===== src/rtl/traffic_light_timed.sv =====
// Timed main/side intersection sequencer with a two-phase pedestrian crossing,
// optional side-street demand mode and flashing night mode. All lamps decode registered state.
module traffic_light_timed #(
  parameter int CNT_W          = 8,
  parameter int GREEN_TICKS    = 20,
  parameter int YELLOW_TICKS   = 4,
  parameter int ALLRED_TICKS   = 2,
  parameter int WALK_TICKS     = 10,
  parameter int CLEAR_TICKS    = 6,
  parameter int SIDE_ON_DEMAND = 0
) (
  input  logic             clk,
  input  logic             reset,
  input  logic             en,
  input  logic             pedToggle,
  input  logic             sideReq,
  input  logic             flashMode,
  output logic             MG,
  output logic             MY,
  output logic             MR,
  output logic             SG,
  output logic             SY,
  output logic             SR,
  output logic             pedWalk,
  output logic             pedDontWalk,
  output logic             pedWait,
  output logic [CNT_W-1:0] remaining
);

  typedef enum logic [3:0] {
    S_MAIN_G, S_MAIN_Y, S_ALLRED1, S_SIDE_G, S_SIDE_Y,
    S_ALLRED2, S_PED_WALK, S_PED_CLEAR, S_FLASH
  } state_t;

  localparam logic [CNT_W-1:0] G_LD  = CNT_W'(GREEN_TICKS - 1);
  localparam logic [CNT_W-1:0] Y_LD  = CNT_W'(YELLOW_TICKS - 1);
  localparam logic [CNT_W-1:0] AR_LD = CNT_W'(ALLRED_TICKS - 1);
  localparam logic [CNT_W-1:0] W_LD  = CNT_W'(WALK_TICKS - 1);
  localparam logic [CNT_W-1:0] C_LD  = CNT_W'(CLEAR_TICKS - 1);

  state_t           state_q, state_d;
  logic [CNT_W-1:0] timer_q, timer_d;
  logic             pedWait_q, pedWait_d;
  logic             side_q, side_d;
  logic             flash_q, flash_d;

  always_ff @(posedge clk or posedge reset) begin
    if (reset) begin
      state_q   <= S_MAIN_G;
      timer_q   <= G_LD;
      pedWait_q <= 1'b0;
      side_q    <= 1'b0;
      flash_q   <= 1'b0;
    end else begin
      state_q   <= state_d;
      timer_q   <= timer_d;
      pedWait_q <= pedWait_d;
      side_q    <= side_d;
      flash_q   <= flash_d;
    end
  end

  always_comb begin
    state_d = state_q;
    timer_d = timer_q;
    flash_d = flash_q;
    if (en) begin
      if (state_q == S_FLASH) begin
        if (!flashMode) begin
          state_d = S_ALLRED2;
          timer_d = AR_LD;
          flash_d = 1'b0;
        end else begin
          flash_d = ~flash_q;
        end
      end else if (timer_q != '0) begin
        timer_d = timer_q - 1'b1;
        if (state_q == S_PED_CLEAR) flash_d = ~flash_q;
      end else begin
        case (state_q)
          S_MAIN_G: begin
            // Demand mode parks at timer 0 until someone is waiting.
            if (SIDE_ON_DEMAND == 0 || side_q || pedWait_q) begin
              state_d = S_MAIN_Y;
              timer_d = Y_LD;
            end
          end
          S_MAIN_Y: begin state_d = S_ALLRED1; timer_d = AR_LD; end
          S_ALLRED1: begin
            if (flashMode) begin
              state_d = S_FLASH; timer_d = '0; flash_d = 1'b1;
            end else begin
              state_d = S_SIDE_G; timer_d = G_LD;
            end
          end
          S_SIDE_G: begin state_d = S_SIDE_Y;  timer_d = Y_LD;  end
          S_SIDE_Y: begin state_d = S_ALLRED2; timer_d = AR_LD; end
          S_ALLRED2: begin
            if (flashMode) begin
              state_d = S_FLASH; timer_d = '0; flash_d = 1'b1;
            end else if (pedWait_q) begin
              state_d = S_PED_WALK; timer_d = W_LD;
            end else begin
              state_d = S_MAIN_G; timer_d = G_LD;
            end
          end
          S_PED_WALK: begin state_d = S_PED_CLEAR; timer_d = C_LD; flash_d = 1'b1; end
          S_PED_CLEAR: begin state_d = S_MAIN_G; timer_d = G_LD; flash_d = 1'b0; end
          default: begin state_d = S_MAIN_G; timer_d = G_LD; flash_d = 1'b0; end
        endcase
      end
    end
  end

  // Request flags sample every clk; the clear on phase entry beats a same-edge set.
  always_comb begin
    pedWait_d = pedWait_q | (pedToggle && state_q != S_PED_WALK);
    if (state_d == S_PED_WALK && state_q != S_PED_WALK) pedWait_d = 1'b0;
    side_d = side_q | sideReq;
    if (state_d == S_SIDE_G && state_q != S_SIDE_G) side_d = 1'b0;
  end

  always_comb begin
    MG = 1'b0; MY = 1'b0; MR = 1'b0;
    SG = 1'b0; SY = 1'b0; SR = 1'b0;
    pedWalk     = 1'b0;
    pedDontWalk = 1'b1;
    case (state_q)
      S_MAIN_G:    begin MG = 1'b1; SR = 1'b1; end
      S_MAIN_Y:    begin MY = 1'b1; SR = 1'b1; end
      S_SIDE_G:    begin MR = 1'b1; SG = 1'b1; end
      S_SIDE_Y:    begin MR = 1'b1; SY = 1'b1; end
      S_PED_WALK:  begin MR = 1'b1; SR = 1'b1; pedWalk = 1'b1; pedDontWalk = 1'b0; end
      S_PED_CLEAR: begin MR = 1'b1; SR = 1'b1; pedDontWalk = flash_q; end
      S_FLASH:     begin MY = flash_q; SR = flash_q; end
      default:     begin MR = 1'b1; SR = 1'b1; end
    endcase
  end

  assign pedWait   = pedWait_q;
  assign remaining = timer_q;

endmodule


===== config.mk =====
export PLATFORM = sky130hd
export DESIGN_NAME = traffic_light_timed
export DESIGN_NICKNAME = d
export VERILOG_FILES = /design/src/rtl/traffic_light_timed.sv
export SDC_FILE = /design/constraint.sdc
export NUM_CORES = 1
export LEC_CHECK = 0
export CORE_UTILIZATION = 55
export CTS_BUF_LIST = sky130_fd_sc_hd__clkbuf_2
export CTS_CLUSTER_DIAMETER = 120
export DETAILED_ROUTE_END_ITERATION = 10
export PLACE_DENSITY = 0.84
export SYNTH_ARGS = -nofsm -noshare
export SYNTH_HDL_FRONTEND = slang
export SYNTH_SLANG_ARGS = --single-unit
export TNS_END_PERCENT = 1

===== constraint.sdc =====
create_clock -name clk -period 3.48 [get_ports clk]
set_input_delay 0.696 -clock clk [delete_from_list [all_inputs] [get_ports clk]]
set_output_delay 0.696 -clock clk [all_outputs]
set_load 0.03 [all_outputs]

==> impl_metrics.csv <==
group,metric,value,unit
sta,finalSetupViolCount,0,
placed_design,placed_area,1370,um^2
power,p_clk_frac,0.065,
grt,antenna_found_initial,0,
worst_setup_path,crit_arrival,2.30,ns
detailed_routing,ant_nets,0,
clock_network,cts_tree,"done",
clock_network,cts_resized,0,
floorplanning,ios,23,
detailed_routing,drt-pass1-iter-count,5,
sta,fin_crit_sh,0.861,
hold_path,hold_path_class,"reg2reg",
sta,finalMaxSlewViolations,0,
sta,min_period,3.00,ns
floorplanning,start_util,0.603,
flow_run,maxCapViolCount,0,
worst_setup_path,path_max_fanout,15,
detailed_routing,drt-total-wl,2810,um
worst_setup_path,max_stage_delay,0.69,ns
hold_path,hp-start,"remaining[1]",
worst_setup_path,crit_required,2.78,ns
clock_network,root_buffer,"clkbuf_2",
yosys,synth_nets,160,
detailed_routing,vias_per_cell,6.29,
worst_setup_path,cp-startpoint,"state_q[2]",
worst_setup_path,critical_path_class,"reg2out",
yosys,ys_seq_area_frac,0.291,
detailed_routing,wl_per_cell,14.5,um
clock_network,cts.clk_slew.worst_paths,0.16,ns
yosys,synth.area.top_cells,"dfrtp_1 23%, o21ai_0 7.4%, dfstp_2 6.5%",
sta,final.setup.worst_slack,0.482,ns
power,power_switching_share,0.521,
finish,diodes,0,
clock_network,clockBufferDepth,2,
yosys,yosysWarnings,0,
yosys,syn_area,1220,um^2
sta,skew,0.0224,ns
outcome,status,"complete, no violations",
floorplanning,die_x,49.1,um
yosys,avgSynthCellArea,8.02,um^2
sta,slew_headroom,0.543,
finish,drive_gt1_frac,0.120,
detailed_routing,post-route-drc-count,0,
worst_setup_path,critPathTopFamily,"simple AND/OR/NAND/NOR gates",
sta,worst_pin_slew,0.676,ns
finish,instances_no_fill,194,
detailed_routing,via_count,1220,
placed_design,place_inst,190,
yosys,synth_seq_cells,14,
grt,grt.total_usage,0.249,
placed_design,port_buffers,21,
yosys,synth_area_leader_cell,"dfrtp_1",
placed_design,dp_hpwl,2010,um
worst_setup_path,start_kind,"register",
grt,grt_pass1_vias,1048,
grt,grt_start_max_net_pins,19,
floorplanning,num_rows,16,
worst_setup_path,critPathBufInv,1,
worst_setup_path,slowest_stage,"nor4b_1",
clock_network,cts.sinks,14,
sta,hold_viol,0,
yosys,synth.top_cell.area_share,0.226,
finish,area_delta_synth_final,14.3,%
power,switchingPower,0.000695,W
worst_setup_path,reg2reg_from,"state_q[1]",
floorplanning,die_y,49.1,um
yosys,synthArstFlopShare,1.00,
floorplanning,core_area,2020,um^2
placed_design,routabilityCongestion,0.893,
sta,rsz0062_at_grt,"no",
placed_design,dpl_worst_slack,0.755,ns
power,p_leak,0.556,nW
worst_setup_path,crit_path_end_kind,"output pin",
power,sequentialPowerShare,0.280,
clock_network,postCtsHoldBufs,0,
power,power.density,958,nW/um^2
floorplanning,dieArea,2410,um^2
clock_network,htree_levels,1,
power,comb_power_share,0.655,
yosys,synth_ff_type,"dfrtp_1",
clock_network,clock_latency,0.29,ns
power,peakVddDrop,0.594,mV
finish,final_nets,176,
grt,overflow,0,
yosys,synth_edf_count,0,
yosys,ys_types,48,
finish,design_area,1390,um^2
yosys,syn_inst,152,
finish,fillers,167,
sta,clock.fmax,334,MHz
worst_setup_path,crit_chain,"nor4b_1, a2bb2oi_1, clkdlybuf4s50_1",
power,p_int,0.000640,W
clock_network,cts_setup_buffers,0,
clock_network,cts-buffers-inserted,3,
detailed_routing,drt_iter0_markers,52,
sta,fin_setup_tns,0,ns
grt,grt_pass1_wl,4730,um
==> cell usage in the layout, fill, tap and decap left out, types with 4 or more instances in the layout <==
cell type / Yosys / layout
clkdlybuf4s50_1: 0 / 21
o21ai_0: 18 / 18
nor2_1: 14 / 14
nand2_1: 13 / 13
a21oi_1: 13 / 13
dfrtp_1: 11 / 11
inv_1: 10 / 10
nor3_1: 5 / 5
clkbuf_2: 0 / 4
==> logic make-up (layout without fill, tap and decap cells) <==
| kind of cell | after synthesis | in the layout | synth area share |
|---|---|---|---|
| buffers and inverters | 22 | 37 | 0.117 |
| muxes | 3 | 3 | 0.0246 |
| adders and majority gates | 2 | 2 | 0.0205 |
| AOI/OAI and AO/OA | 55 | 55 | 0.301 |
| and+or+nand+nor | 56 | 56 | 0.246 |
| DFF | 14 | 14 | 0.291 |
==> power groups by stage <==
stage / combinational, W / sequential [W] / clock [W]
after floorplan: 0.000626 / 0.000405 / 0
after global placement: 0.000848 / 0.000367 / 0
after detailed placement: 0.000862 / 0.000375 / 0
after CTS: 0.000869 / 0.000370 / 0.0000872
after global routing: 0.000947 / 0.000394 / 0.0000950
final: 0.000874 / 0.000374 / 0.0000866
==> metal layers <==
| metal | share of wire | up-vias | wire (um) | GRT usage |
|---|---|---|---|---|
| li1 | - | 580 | - | - |
| met1 | 0.45 | 569 | 1250 | 0.362 |
| met2 | 0.46 | 65 | 1300 | 0.377 |
| met3 | 0.081 | 6 | 226 | 0.0498 |
| met4 | 0.0089 | 0 | 25 | 0.0588 |
| met5 | 0 | - | 0 | 0 |
==> path summary, 6_finish.rpt <==
| kind | depth (start not counted) | endpoint | slack [ns] |
|---|---|---|---|
| max | 3 | SR | 0.48 |
| min | 2 | remaining[1] | 0.51 |
| max reg2reg | 6 | pedWait | 1.18 |
| min reg2reg | 2 | remaining[1] | 0.51 |
| max in group asynchronous | 2 | remaining[1] | 2.38 |
| min in group asynchronous | 2 | flash_q | 0.71 |
==> cells in the mapped netlist, types with 3 or more instances <==
library cell / number
a21oi_1: 13
clkbuf_1: 4
clkbuf_8: 4
dfrtp_1: 11
dfstp_2: 3
inv_1: 10
mux2i_1: 3
nand2_1: 13
nand2b_1: 3
nand3b_1: 3
nor2_1: 14
nor3_1: 5
nor4_1: 3
o21ai_0: 18
==> sequential cells by signal (all words and copies together), names as in the netlist <==
| register | cells |
|---|---|
| state_q | 4 |
| flash_q | 1 |
| remaining | 8 |
| pedWait | 1 |
==> cell type report <==
type,count,area [um^2],share of cell area
clock buffers,4,20.0,0.0144
inverters,10,37.5,0.0270
multi-input cells,116,722,0.518
flip-flops and latches,14,354,0.254
well taps,27,33.8,0.0243
repair buffers,23,225,0.162
==> stage by stage <==
stage	power [W]	utilization	hold WS, ns
2_1_floorplan	0.00103	-	0.545
3_3_place_gp	0.00122	0.679	0.494
3_5_place_dp	0.00124	0.679	0.488
4_1_cts	0.00133	0.689	0.517
5_1_grt	0.00144	0.689	0.532
6_report	0.00133	0.689	0.510
==> worst reg2reg max path: stages (launching register included) <==
cell	delay (ns)
dfrtp_1	0.49
buf_4	0.21
or4b_2	0.75
o21ai_2	0.22
nand2_1	0.14
a22oi_2	0.25
a41oi_2	0.13
No activity file was read; power rests on OpenSTA's default activity.
